## src/rtl/clkdiv_pkg.sv

```systemverilog
// rtl/clkdiv_pkg.sv - shared mode encodings and width default for the programmable divider
package clkdiv_pkg;

    localparam logic MODE_TOGGLE = 1'b0;
    localparam logic MODE_PULSE  = 1'b1;

    localparam int DEFAULT_CNT_WIDTH = 32;

endpackage

```

## src/rtl/clock_divider_prog_if.sv

```systemverilog
// rtl/clock_divider_prog_if.sv - control and output bundle of the programmable divider
interface clock_divider_prog_if
    import clkdiv_pkg::*;
#(
    parameter int CNT_WIDTH = DEFAULT_CNT_WIDTH
);
    logic                 en;
    logic                 load;
    logic [CNT_WIDTH-1:0] div_in;
    logic                 mode_in;
    logic                 out_clk;
    logic                 tick;
    logic                 busy;

    modport master (
        output en, load, div_in, mode_in,
        input  out_clk, tick, busy
    );

    modport slave (
        input  en, load, div_in, mode_in,
        output out_clk, tick, busy
    );
endinterface

```

## src/rtl/clock_divider_prog.sv

```systemverilog
// rtl/clock_divider_prog.sv - runtime-programmable divider producing a 50% clock or a one-cycle strobe
module clock_divider_prog
    import clkdiv_pkg::*;
#(
    parameter int   CNT_WIDTH    = DEFAULT_CNT_WIDTH,
    parameter int   DEFAULT_HALF = 4999,
    parameter logic DEFAULT_MODE = MODE_TOGGLE
) (
    input  logic                 clk,
    input  logic                 rst,
    clock_divider_prog_if.slave  bus
);

    logic [CNT_WIDTH-1:0] cnt;
    logic [CNT_WIDTH-1:0] active_div;
    logic                 active_mode;
    logic [CNT_WIDTH-1:0] pend_div;
    logic                 pend_mode;
    logic                 pend_valid;
    logic                 out_q;
    logic                 tick_q;

    logic                 at_term;
    logic                 mode_chg;
    logic                 out_next;

    // A mode switch applied at a terminal event restarts the output from 0 in the new mode.
    always_comb begin
        at_term  = (cnt == active_div);
        mode_chg = at_term && pend_valid && (pend_mode != active_mode);
        out_next = out_q;
        if (mode_chg) begin
            out_next = 1'b0;
        end else if (active_mode == MODE_PULSE) begin
            out_next = at_term;
        end else begin
            out_next = out_q ^ at_term;
        end
    end

    always_ff @(posedge clk) begin
        if (rst) begin
            cnt         <= '0;
            active_div  <= CNT_WIDTH'(DEFAULT_HALF);
            active_mode <= DEFAULT_MODE;
            pend_div    <= '0;
            pend_mode   <= MODE_TOGGLE;
            pend_valid  <= 1'b0;
            out_q       <= 1'b0;
            tick_q      <= 1'b0;
        end else if (bus.en) begin
            tick_q <= at_term;
            out_q  <= out_next;
            if (at_term) begin
                cnt <= '0;
                if (pend_valid) begin
                    active_div  <= pend_div;
                    active_mode <= pend_mode;
                end
            end else begin
                cnt <= cnt + CNT_WIDTH'(1);
            end
            // A load coinciding with a transfer becomes the next pending request.
            if (bus.load) begin
                pend_div   <= bus.div_in;
                pend_mode  <= bus.mode_in;
                pend_valid <= 1'b1;
            end else if (at_term) begin
                pend_valid <= 1'b0;
            end
        end else begin
            tick_q <= 1'b0;
            if (bus.load) begin
                active_div  <= bus.div_in;
                active_mode <= bus.mode_in;
                cnt         <= '0;
                pend_valid  <= 1'b0;
                if (bus.mode_in != active_mode) begin
                    out_q <= 1'b0;
                end
            end
        end
    end

    assign bus.out_clk = out_q;
    assign bus.tick    = tick_q;
    assign bus.busy    = pend_valid;

endmodule

```

## src/flat_wrapper.sv

```systemverilog
// flat-port wrapper written by rule: the top's interface ports become plain ports
module clock_divider_prog_flat import clkdiv_pkg::*;
#(
    parameter int   CNT_WIDTH    = DEFAULT_CNT_WIDTH,
    parameter int   DEFAULT_HALF = 4999,
    parameter logic DEFAULT_MODE = MODE_TOGGLE
)
  (clk, rst, bus_en, bus_load, bus_div_in, bus_mode_in, bus_out_clk, bus_tick, bus_busy);
  clock_divider_prog_if #(.CNT_WIDTH(CNT_WIDTH)) bus_i ();
  input  logic clk;
  input  logic rst;
  input wire logic [$bits(bus_i.en)-1:0] bus_en;
  input wire logic [$bits(bus_i.load)-1:0] bus_load;
  input wire logic [$bits(bus_i.div_in)-1:0] bus_div_in;
  input wire logic [$bits(bus_i.mode_in)-1:0] bus_mode_in;
  output wire logic [$bits(bus_i.out_clk)-1:0] bus_out_clk;
  output wire logic [$bits(bus_i.tick)-1:0] bus_tick;
  output wire logic [$bits(bus_i.busy)-1:0] bus_busy;
  assign bus_i.en = bus_en;
  assign bus_i.load = bus_load;
  assign bus_i.div_in = bus_div_in;
  assign bus_i.mode_in = bus_mode_in;
  assign bus_out_clk = bus_i.out_clk;
  assign bus_tick = bus_i.tick;
  assign bus_busy = bus_i.busy;
  clock_divider_prog #(.CNT_WIDTH(CNT_WIDTH), .DEFAULT_HALF(DEFAULT_HALF), .DEFAULT_MODE(DEFAULT_MODE)) u_core (.clk(clk), .rst(rst), .bus(bus_i));
endmodule
```

## config.mk

```make
export PLATFORM = sky130hd
export DESIGN_NAME = clock_divider_prog_flat
export DESIGN_NICKNAME = d
export VERILOG_FILES = /design/src/rtl/clkdiv_pkg.sv /design/src/rtl/clock_divider_prog_if.sv /design/src/rtl/clock_divider_prog.sv /design/src/flat_wrapper.sv
export SDC_FILE = /design/constraint.sdc
export NUM_CORES = 1
export LEC_CHECK = 0
export BUFFER_PORTS_ARGS = -buffer_cell sky130_fd_sc_hd__buf_2
export CORE_MARGIN = 10
export CORE_UTILIZATION = 64
export DETAILED_ROUTE_END_ITERATION = 10
export PLACE_DENSITY = 0.91
export SYNTH_ARGS = -nofsm -noshare
export SYNTH_HDL_FRONTEND = slang
export SYNTH_SLANG_ARGS = --single-unit
```

## constraint.sdc

```tcl
create_clock -name clk -period 3.1 [get_ports clk]
set_clock_uncertainty 0.05 [all_clocks]
set_input_delay 0.155 -clock clk [delete_from_list [all_inputs] [get_ports clk]]
set_output_delay 0.155 -clock clk [all_outputs]
set_load 0.1 [all_outputs]
```

==> out/qor.csv <==
metric,value,unit
clockBufferDepth,2,
path_cells,"xnor2_1, nand4_1, nor4_4, nand2_1, buf_4, a31o_2, a21o_1",
finalSetupViolCount,0,
p_per_area,437,nW/um2
grt_use_total,23.4,%
area_delta_synth_final,14.7,%
layout.nets,659,
yosys_warnings,0,
vias,4511,
start_util,65.1,%
timing.final.crit_share,78.9,%
dieArea,11700,um2
cts_max_level,3,
ys_ff_latch,101,
slew_viol_final,0,
die_w,108,um
synth_nets,604,
period_needed,2.45,ns
synthTopCellsByArea,"dfxtp_1 (41%), mux2i_1 (7.7%), mux2_2 (7.5%)",
cts-root-buf,clkbuf_8,
critical_path.max_stage_delay,0.42,ns
hold_class,input pin to register,
hold_buffers,31,
port_buffers,39,
synth.top_cell.area_share,40.8,%
peakVddDrop,0.412,mV
drv_cap,0,
critical_path_peak_fanout,11,
status,"complete, no violations",
multiInputGateArea,2720,um2
rsz0062_at_grt,false,
p_clk_share,32.2,%
cts_resized,0,
synth_cell_types,45,
critPathRequiredTime,3.32,ns
vias_per_cell,6.19,
cts_buffers,9,
synthArstFlopShare,0,%
synth.avg_cell_area,8.75,um2
worstSetupPathType,register to register,
io_pins,40,
yosys.area.top_type,dfxtp_1,
regArea,2020,um2
pwr-share-seq,55.3,%
clock_sinks,101,
swShare,27.3,%
cts.clk_slew.worst_paths,0.10,ns
p_leak,2.20,nW
power,2.48,mW
grt_pass1_wl,21900,um
synthFlopType,dfxtp_1,
gp_congestion,0.935,
fin_tns_setup,0,ns
slew_headroom,25.9,%
worst_pin_slew,1.11,ns
fill_cells,507,
drtIter0Drc,364,
p_switching,676,uW
combPwrFrac,12.4,%
crit_slowest_cell,nor4_4,
drc,0,
wirelength,13700,um
synth_edf_count,0,
clkLatencyLatePin,0.38,ns
cts_tree,yes,
max_freq,409,MHz
reg2reg_depth,7,
drtAntennaViolNets,0,
core_area,7610,um2
finalHoldViolCount,0,
grt_overflow_total,0,
antenna_found_initial,1,
wl_per_cell,18.8,um
syn_area,4950,um2
critPathLaunchType,register,
min_path_cells,2,
drive_above_1_share,16.9,%
p_int,1.81,mW
rows,32,
grt_max_degree,69,
drt-pass1-iter-count,6,
utilization,74.6,%
die_h,108,um
post-dp-hpwl,8650,um
post_cts_buffers,0,
crit_path_end_kind,register,
first_global_vias,4412,
critical_path_arrival,2.67,ns
synthCells,566,
yosysSeqAreaShare,40.8,%
[cell type report]
| class | instances | area share (%) |
|---|---|---|
| Antenna cell | 1 | 0.0441 |
| Clock buffer | 11 | 2.49 |
| Clock inverter | 5 | 0.749 |
| Inverter | 6 | 0.397 |
| Multi-Input combinational cell | 421 | 48.0 |
| Sequential cell | 101 | 35.6 |
| Tap cell | 102 | 2.25 |
| Timing Repair Buffer | 82 | 10.5 |
[synthesized netlist by cell type (10+ instances only)]
library cell	count
nand4_1	23
mux2i_1	38
xnor2_1	34
nand2b_1	10
o21ai_0	12
nand3_1	18
nor2_1	44
mux2_2	33
dfxtp_1	101
a31oi_1	11
a21oi_1	36
nand2_1	95
clkbuf_1	24
[worst max-delay path: cells and delay by family, from the launching register on]
family                 cells  cell delay (ns)
flip-flops                 1             0.39
AO/OA/AOI/OAI              2             0.37
AND/OR/NAND/NOR            3             0.93
buffers and inverters      1             0.28
XOR/XNOR                   1             0.33
[routing by layer]
metal	wire [um]	track usage (%)
met1	5280	26.6
met2	6790	40.0
met3	1140	6.60
met4	473	10.5
met5	0	0
[cell usage in the layout (no fill, tap or decap), drive strengths merged, types with 6 or more instances in the layout]
cell type    netlist  routed
nand3             18      18
nor2              44      44
dlygate4sd3        0      31
mux2i             38      38
nand2             95      95
dfxtp            101     101
inv                6       8
nand4             23      23
buf               14      51
o21ai             12      12
xnor2             34      34
xor2               6       6
a31oi             11      11
clkbuf            24      11
nor3               9       9
a21oi             36      36
mux2              33      33
nand2b            10      10
[flip-flops by register name, indices dropped and copies added (netlist names)]
| name | cells |
|---|---|
| u_core.active_div | 32 |
| u_core.active_mode | 1 |
| u_core.bus.busy | 1 |
| u_core.bus.out_clk | 1 |
| u_core.bus.tick | 1 |
| u_core.cnt | 32 |
| u_core.pend_div | 32 |
| u_core.pend_mode | 1 |
[logic make-up after synthesis]
| group | synth area share [%] |
|---|---|
| buf+inv | 4.27 |
| flops | 40.8 |
| compound gates | 10.9 |
| mux | 15.2 |
| xor+xnor | 7.08 |
| simple gates | 21.5 |
| fa+ha+maj | 0.253 |
[power groups by stage]
stage / Sequential [mW] / Clock (mW) / Combinational [mW]
final: 1.37 / 0.800 / 0.309
after global routing: 1.38 / 0.853 / 0.332
after CTS: 1.37 / 0.806 / 0.297
after detailed placement: 1.40 / 0 / 0.264
after global placement: 1.40 / 0 / 0.257
after floorplan: 1.40 / 0 / 0.190
[worst paths after layout]
check                           start               endpoint  slack (ns)
setup reg to reg       u_core.cnt[28]         u_core.cnt[31]        0.65
setup / recovery       u_core.cnt[28]         u_core.cnt[31]        0.65
hold / removal                    rst  u_core.active_div[17]        0.03
hold reg to reg   u_core.pend_div[12]    u_core.pend_div[12]        0.41
[stage by stage]
step | cells | setup slack, ns | instance area, um2 | hold slack, ns
floorplan | 566 | 1.10 | 4950 | 0.241
global placement | 681 | 0.759 | 5180 | 0.355
detailed placement | 681 | 0.733 | 5180 | 0.361
CTS | 728 | 0.705 | 5670 | 0.00566
global route | 729 | 0.544 | 5680 | 0.0242
finish | 729 | 0.653 | 5680 | 0.0280
Power figures use the tool's default switching activity.
